$ cat config.mk
export PLATFORM = sky130hd
export DESIGN_NAME = ram_port_arbiter
export DESIGN_NICKNAME = d
export VERILOG_FILES = /design/src/rtl/ram_port_arbiter.sv
export SDC_FILE = /design/constraint.sdc
export NUM_CORES = 1
export LEC_CHECK = 0
export CAP_MARGIN = 20
export CORE_UTILIZATION = 47
export CTS_BUF_LIST = sky130_fd_sc_hd__clkbuf_2 sky130_fd_sc_hd__clkbuf_4 sky130_fd_sc_hd__clkbuf_8
export CTS_CLUSTER_SIZE = 16
export DETAILED_ROUTE_END_ITERATION = 10
export PLACE_DENSITY = 0.95
export SETUP_SLACK_MARGIN = 0.4
export SKIP_LAST_GASP = 1
export SLEW_MARGIN = 5
export SYNTH_ARGS = -nofsm -noshare
export SYNTH_HDL_FRONTEND = slang
export SYNTH_SLANG_ARGS = --single-unit
$ cat constraint.sdc
create_clock -name CLK -period 4.64 [get_ports CLK]
set_input_delay 0.464 -clock CLK [delete_from_list [all_inputs] [get_ports CLK]]
set_output_delay 0.464 -clock CLK [all_outputs]
set_load 0.01 [all_outputs]
$ cat src/rtl/ram_port_arbiter.sv
// Arbiter/sequencer sharing a single-ported RAM between instruction fetch and load/store.
// Optional starvation guard for the fetch port: define ARB_STARVE_GUARD_EN.
module ram_port_arbiter #(
  parameter int unsigned ADDR_W       = 16,
  parameter int unsigned DATA_W       = 32,
  parameter int unsigned STARVE_LIMIT = 3
) (
  input  logic              CLK,
  input  logic              RESET,
  input  logic              F_REQ,
  input  logic [ADDR_W-1:0] F_ADDR,
  output logic              F_GNT,
  output logic              F_RVALID,
  output logic [DATA_W-1:0] F_RDATA,
  input  logic              D_REQ,
  input  logic              D_WE,
  input  logic [ADDR_W-1:0] D_ADDR,
  input  logic [DATA_W-1:0] D_WDATA,
  output logic              D_GNT,
  output logic              D_RVALID,
  output logic [DATA_W-1:0] D_RDATA,
  output logic              D_WACK,
  output logic [ADDR_W-1:0] RAM_ADDR,
  output logic [DATA_W-1:0] RAM_WDATA,
  output logic              RAM_RW,
  input  logic [DATA_W-1:0] RAM_RDATA,
  output logic              BUSY
);

  typedef enum logic [2:0] {IDLE, READ, WSETUP, WPULSE, WHOLD} state_e;

  state_e              state_q, state_d;
  logic                rd_is_d_q, rd_is_d_d;
  logic                f_gnt_q, f_gnt_d;
  logic                d_gnt_q, d_gnt_d;
  logic                f_rvalid_q, f_rvalid_d;
  logic                d_rvalid_q, d_rvalid_d;
  logic                d_wack_q, d_wack_d;
  logic [ADDR_W-1:0]   ram_addr_q, ram_addr_d;
  logic [DATA_W-1:0]   ram_wdata_q, ram_wdata_d;
  logic [DATA_W-1:0]   f_rdata_q, f_rdata_d;
  logic [DATA_W-1:0]   d_rdata_q, d_rdata_d;
  logic                grant_d, grant_f;

`ifdef ARB_STARVE_GUARD_EN
  localparam logic [3:0] LIMIT4 = 4'(STARVE_LIMIT);
  logic [3:0] starve_q, starve_d;

  // Fetch takes the slot once data has won LIMIT4 times in a row over a waiting fetch.
  assign grant_d = D_REQ && !(F_REQ && (starve_q == LIMIT4));

  always_comb begin
    starve_d = starve_q;
    if (state_q == IDLE) begin
      if (grant_f)
        starve_d = '0;
      else if (grant_d && F_REQ && (starve_q != LIMIT4))
        starve_d = starve_q + 4'd1;
    end
  end

  always_ff @(posedge CLK or negedge RESET) begin
    if (!RESET) starve_q <= '0;
    else        starve_q <= starve_d;
  end
`else
  logic unused_starve_limit;
  assign unused_starve_limit = (STARVE_LIMIT != 0);
  assign grant_d = D_REQ;
`endif

  assign grant_f = F_REQ && !grant_d;

  always_comb begin
    state_d     = state_q;
    rd_is_d_d   = rd_is_d_q;
    f_gnt_d     = 1'b0;
    d_gnt_d     = 1'b0;
    f_rvalid_d  = 1'b0;
    d_rvalid_d  = 1'b0;
    d_wack_d    = 1'b0;
    ram_addr_d  = ram_addr_q;
    ram_wdata_d = ram_wdata_q;
    f_rdata_d   = f_rdata_q;
    d_rdata_d   = d_rdata_q;
    case (state_q)
      IDLE: begin
        if (grant_d) begin
          d_gnt_d    = 1'b1;
          ram_addr_d = D_ADDR;
          if (D_WE) begin
            ram_wdata_d = D_WDATA;
            state_d     = WSETUP;
          end else begin
            rd_is_d_d = 1'b1;
            state_d   = READ;
          end
        end else if (grant_f) begin
          f_gnt_d    = 1'b1;
          ram_addr_d = F_ADDR;
          rd_is_d_d  = 1'b0;
          state_d    = READ;
        end
      end
      READ: begin
        if (rd_is_d_q) begin
          d_rdata_d  = RAM_RDATA;
          d_rvalid_d = 1'b1;
        end else begin
          f_rdata_d  = RAM_RDATA;
          f_rvalid_d = 1'b1;
        end
        state_d = IDLE;
      end
      WSETUP: state_d = WPULSE;
      WPULSE: state_d = WHOLD;
      WHOLD: begin
        d_wack_d = 1'b1;
        state_d  = IDLE;
      end
      default: state_d = IDLE;
    endcase
  end

  always_ff @(posedge CLK or negedge RESET) begin
    if (!RESET) begin
      state_q     <= IDLE;
      rd_is_d_q   <= 1'b0;
      f_gnt_q     <= 1'b0;
      d_gnt_q     <= 1'b0;
      f_rvalid_q  <= 1'b0;
      d_rvalid_q  <= 1'b0;
      d_wack_q    <= 1'b0;
      ram_addr_q  <= '0;
      ram_wdata_q <= '0;
      f_rdata_q   <= '0;
      d_rdata_q   <= '0;
    end else begin
      state_q     <= state_d;
      rd_is_d_q   <= rd_is_d_d;
      f_gnt_q     <= f_gnt_d;
      d_gnt_q     <= d_gnt_d;
      f_rvalid_q  <= f_rvalid_d;
      d_rvalid_q  <= d_rvalid_d;
      d_wack_q    <= d_wack_d;
      ram_addr_q  <= ram_addr_d;
      ram_wdata_q <= ram_wdata_d;
      f_rdata_q   <= f_rdata_d;
      d_rdata_q   <= d_rdata_d;
    end
  end

  // RW is a pure decode of the state flop so an async reset drops it immediately.
  assign RAM_RW    = (state_q == WPULSE);
  assign BUSY      = (state_q != IDLE);
  assign F_GNT     = f_gnt_q;
  assign D_GNT     = d_gnt_q;
  assign F_RVALID  = f_rvalid_q;
  assign D_RVALID  = d_rvalid_q;
  assign D_WACK    = d_wack_q;
  assign F_RDATA   = f_rdata_q;
  assign D_RDATA   = d_rdata_q;
  assign RAM_ADDR  = ram_addr_q;
  assign RAM_WDATA = ram_wdata_q;

endmodule

### Word level (Yosys, flattened, before mapping)

Cells that the tools add are included.

| operators by class | value |
|---|---|
| eq/ne operators | 6 |
| mux-type cells | 19 |
| bitwise operators | 1 |
| reductions and logical operators | 10 |

Operator list:

| operator | count |
|---|---|
| 16-bit two-way mux | 2 |
| 1-bit two-way mux | 13 |
| 3-bit one-hot mux with 3 select lines | 1 |
| 3-bit by 2-bit equality test with 1-bit output, second input constant | 2 |
| 3-bit two-way mux | 2 |
| 2-bit AND reduction | 3 |
| 3-bit AND reduction | 2 |
| 3-bit by 1-bit equality test with 1-bit output, second input constant | 1 |
| 3-bit equality test, second input constant | 1 |
| 3-bit logical NOT | 1 |
| 3-bit != test, second input constant | 1 |
| 3-bit nonzero test | 1 |
| 2-bit two-way mux | 1 |
| 2-bit != test, second input constant | 1 |
| 2-bit nonzero test | 1 |
| 1-bit logical AND | 1 |
| 1-bit logical NOT | 1 |
| 1-bit NOT | 1 |

| storage, ports and cells | value |
|---|---|
| register bits | 121 |
| bits of input ports | 101 |
| output and inout port bits | 119 |
| word-level logic and storage cells | 47 |

### Longest topological paths before layout

| depth | value |
|---|---|
| depth after elaboration | 5 |
| gate-level depth with buffers | 6 |

### Worst setup path after synthesis

OpenSTA, ideal clock, no wires.

| path | value |
|---|---|
| path kind | reg-to-reg |
| start | register state_q[1] |
| end | register ram_addr_q[10] (netlist: RAM_ADDR[10]) |
| arrival | 1.504 ns |
| data required time | 4.515 ns |
| setup slack | 3.011 ns |
| stages on the path, launching flop included | 7 |
| path buffers | 2 |
| period minus slack after synthesis | 1.629 ns |
| cells stage by stage | dfrtp_1 -> buf_2 -> nor3_4 -> inv_2 -> nor2_8 -> buf_12 -> mux2_4 |

| between the ends | value |
|---|---|
| word-level cells in the longest chain between the ends | 2 |

RTL lines:

| element | RTL line | text |
|---|---|---|
| start, declared | 32 | `state_e state_q, state_d;` |
| start signal, assigned | 139 | `state_q <= state_d;` |
| 3-bit logical NOT | 86 | `case (state_q)` |
| 2-bit AND reduction (no source line) | -- |  |
| end signal, assigned | 146 | `ram_addr_q <= ram_addr_d;` |
| end, declared | 39 | `logic [ADDR_W-1:0] ram_addr_q, ram_addr_d;` |

No other way between the ends.
A chain may end at the register's enable or synchronous reset.

### Worst setup path after layout

| path | value |
|---|---|
| start | input port D_REQ |
| end | register ram_wdata_q[12] (netlist: RAM_WDATA[12]) |

| between the ends | value |
|---|---|
| word-level cells in the longest chain between the ends | 1 |

RTL lines:

| element | RTL line | text |
|---|---|---|
| start, declared | 15 | `input logic D_REQ,` |
| 3-bit AND reduction (no source line) | -- |  |
| end signal, assigned | 147 | `ram_wdata_q <= ram_wdata_d;` |
| end, declared | 40 | `logic [DATA_W-1:0] ram_wdata_q, ram_wdata_d;` |

No other way between the ends.

==> results.rst <==
.. list-table::
   :header-rows: 1

   * - Metric
     - Value
   * - Result of the run
     - finished, final reports clean
   * - Syn Area/Cell
     - 17.25 um2
   * - Filler cell count
     - 653
   * - Synth area leaders
     - sky130_fd_sc_hd__dfrtp_1, sky130_fd_sc_hd__mux2_2, sky130_fd_sc_hd__mux2_4
   * - Overall via count from detail_route
     - 3245
   * - Sum of net half-perimeters after detailed placement
     - 8410 um
   * - Clock tree root buffer cell
     - sky130_fd_sc_hd__clkbuf_8
   * - Setup crit start
     - D_REQ
   * - Detailed-route wire length
     - 11810 um
   * - Post-synthesis share of cell area spent on full adders, half adders and majority gates
     - 0
   * - Fin. max-slew vios
     - 0
   * - Total global routing track utilization
     - 0.2311
   * - Core Box Area
     - 0.01023 mm2
   * - Row count
     - 37
   * - Crit share post-route
     - 0.5540
   * - Most common cell after layout, fill and taps aside
     - sky130_fd_sc_hd__clkdlybuf4s50_1
   * - Number of CTS-inserted buffers
     - 17
   * - Nets
     - 614
   * - First-iteration detailed-routing DRC count
     - 144
   * - Sequential-to-total area share from yosys stat
     - 0.6136
   * - CTS Sinks
     - 121
   * - Largest family of logic cells by synthesized area
     - multiplexers
   * - Count of H-tree levels built during CTS
     - 4
   * - Slack of the worst reg-to-reg path
     - 2620 ps
   * - Area share of the leading cell type in the synthesized netlist
     - 0.6136
   * - Compound-Gate Fraction of Synth Area
     - 0.002789
   * - Ys Warns
     - 0
   * - Power density over cell area
     - 706.2 mW/mm2
   * - Headroom to the max-slew limit
     - 0.3494
   * - Total congestion overflow after global routing
     - 0
   * - Die extent in x
     - 104.5 um
   * - Cell area after layout
     - 0.007581 mm2
   * - Per-cell via count in the routed design
     - 4.902
   * - Critical Path Start Type
     - input port
   * - Diodes inserted
     - 0
   * - Final count of negative-setup-slack endpoints
     - 0
   * - Count of input and output buffers
     - 219
   * - Final GP Congestion
     - 0.7348
   * - Arrival @ worst endpoint
     - 2880 ps
   * - Peak VDD IR
     - 0.3654 mV
   * - Endpoint kind of the worst setup timing path
     - flop
   * - Tmin final
     - 2571 ps
   * - Post-place instance area
     - 0.007177 mm2
   * - Hold Violations, Final
     - 0
   * - Residual DRC
     - 0
   * - Post-synthesis xor/xnor area fraction
     - 0
   * - Minimum setup slack after placement
     - 1616 ps
   * - Routed wirelength normalized by instance count
     - 17.84 um
   * - Post-synthesis to final-layout area growth
     - 53.63%
   * - Gate Count Post-Synth
     - 286
   * - Count of buffers added by post-CTS timing repair for setup
     - 0
   * - Count of distinct cell types in the synthesized netlist
     - 23
   * - Multiplexer fraction of the synthesized cell area
     - 0.3218
   * - Power after layout
     - 5.354 mW
   * - Tightest Hold Check Type
     - input port to async pin
   * - Clock transition time at the flip-flop clock pins of the worst setup and hold paths
     - 80 ps
   * - Unrepaired setup endpoints after global routing
     - false
   * - Die outline height
     - 104.5 um
   * - Synthesized-area fraction occupied by and/or/nand/nor cells
     - 0.03195
   * - Capturing element of the worst setup path
     - RAM_WDATA[12]
   * - Critical path start-end classification
     - input port to flop
   * - Final critical-path setup slack
     - 2069 ps
   * - Number of global-route vias before repair
     - 3632
   * - Largest net degree at the start of global routing
     - 79
   * - CTS Hold Bufs
     - 0
   * - Worst reg2reg path depth
     - 3
   * - Clock tree from TritonCTS
     - built
   * - Number of antenna violations at the first check in global routing
     - 0
   * - Worst setup skew after layout
     - 11.20 ps
   * - Reported max-cap violation count
     - 0
   * - Reg-to-reg endpoint
     - RAM_WDATA[12]
   * - Top fanout value on the critical path
     - 33
   * - Leading cell types in the layout, fill and taps excluded
     - sky130_fd_sc_hd__clkdlybuf4s50_1, sky130_fd_sc_hd__dfrtp_1, sky130_fd_sc_hd__mux2_2
   * - Clock network latency to the later pin of the worst-skew pair
     - 430 ps
   * - Bufs on Longest Clock Path
     - 2
   * - Peak Freq
     - 389.0 MHz
   * - Die area
     - 0.01091 mm2
   * - Initial standard-cell utilization of the core
     - 0.4823
   * - Resize count post-CTS
     - 0
   * - Router iterations before antenna repair
     - 5
   * - P_leak
     - 3.283 nW
   * - First-pass GRT wire length
     - 18920 um
   * - Critical register-to-register path startpoint
     - state_q[2]
   * - Count of state elements after synthesis
     - 121
   * - Leading area contributor after synthesis
     - sky130_fd_sc_hd__dfrtp_1
   * - Antenna viol nets, final
     - 0
   * - Summed negative setup slack over all endpoints
     - 0 ps
   * - Net count after synthesis
     - 387
   * - Slew of the pin with the lowest slew margin
     - 972.9 ps
   * - Required time at the endpoint of the critical path
     - 4950 ps
   * - Total I/O pin count
     - 220
   * - Layout cell share with drive strength beyond 1
     - 0.2776
   * - Area of the mapped netlist
     - 0.004935 mm2
-- synth_stat cells --
cell type and count:
sky130_fd_sc_hd__dfrtp_1 121, sky130_fd_sc_hd__mux2_2 66, sky130_fd_sc_hd__mux2_4 39, sky130_fd_sc_hd__mux2_1 23, sky130_fd_sc_hd__buf_6 9, sky130_fd_sc_hd__nor2_1 5, sky130_fd_sc_hd__buf_2 3, sky130_fd_sc_hd__nand2_1 3
sky130_fd_sc_hd__and2_1 2, sky130_fd_sc_hd__nor2b_1 2, sky130_fd_sc_hd__a21oi_1 1, sky130_fd_sc_hd__and4bb_1 1, sky130_fd_sc_hd__buf_12 1, sky130_fd_sc_hd__clkbuf_1 1, sky130_fd_sc_hd__inv_1 1, sky130_fd_sc_hd__inv_2 1
sky130_fd_sc_hd__nand3_4 1, sky130_fd_sc_hd__nor2_8 1, sky130_fd_sc_hd__nor3_1 1, sky130_fd_sc_hd__nor3_4 1, sky130_fd_sc_hd__nor3b_1 1, sky130_fd_sc_hd__nor4b_4 1, sky130_fd_sc_hd__o31a_1 1
-- stage by stage --
step,utilization,instances,hold slack [ps]
after floorplan,-,286,168.4
after global placement,0.7015,630,466.5
after detailed placement,0.7015,630,475.1
after CTS,0.7410,662,207.1
after global routing,0.7410,662,229.3
final,0.7410,662,181.7
-- power by group --
part	internal, mW	switching, mW	total (mW)
clock network	0.523	0.417	0.940
registers	1.59	0.317	1.91
logic	1.61	0.901	2.51
total	3.72	1.63	5.35
-- critical path: stages --
cell,delay [ps]
sky130_fd_sc_hd__clkdlybuf4s50_1,1110
sky130_fd_sc_hd__nand3_4,770
sky130_fd_sc_hd__mux2_4,520
-- registers in the layout (all words and copies together), names as in the netlist --
name / cells
RAM_ADDR: 16
D_RDATA: 32
rd_is_d_q: 1
D_RVALID: 1
F_RVALID: 1
F_GNT: 1
F_RDATA: 32
RAM_WDATA: 32
D_WACK: 1
state_q: 3
D_GNT: 1
-- per-layer routing --
layer / share of wire / vias to the layer above / global-route usage
met1: 0.39 / 1626 / 0.2564
met5: 0 / - / 0
met3: 0.064 / 19 / 0.08271
met4: 0.021 / 0 / 0.09490
met2: 0.53 / 143 / 0.4007
li1: - / 1457 / -
-- layout make-up --
cell class	count	area, um2	area share
inverter	2	7.507	0.0009903
clock inverter	11	121.4	0.01601
sequential	121	3028	0.3994
multi-input combinational	149	1759	0.2321
clock buffer	21	282.8	0.03730
timing repair buffer	222	2212	0.2918
tap	136	170.2	0.02245
-- worst min path at each step --
stage               cells past startpoint         from  slack [ps]          end
global placement                        1  D_RDATA[11]         470  D_RDATA[11]
CTS                                     1        RESET         210   D_RDATA[3]
floorplan                               0        RESET         170        D_GNT
detailed placement                      1  D_RDATA[14]         480  D_RDATA[14]
finish                                  1        RESET         180   D_RDATA[3]
global route                            1        RESET         230   D_RDATA[6]
-- logic make-up after synthesis --
group | count (synthesis)
and+or+nand+nor | 19
buffers and inverters | 16
DFF | 121
AOI/OAI and AO/OA | 2
muxes | 128
(Power assumes the default switching activity.)
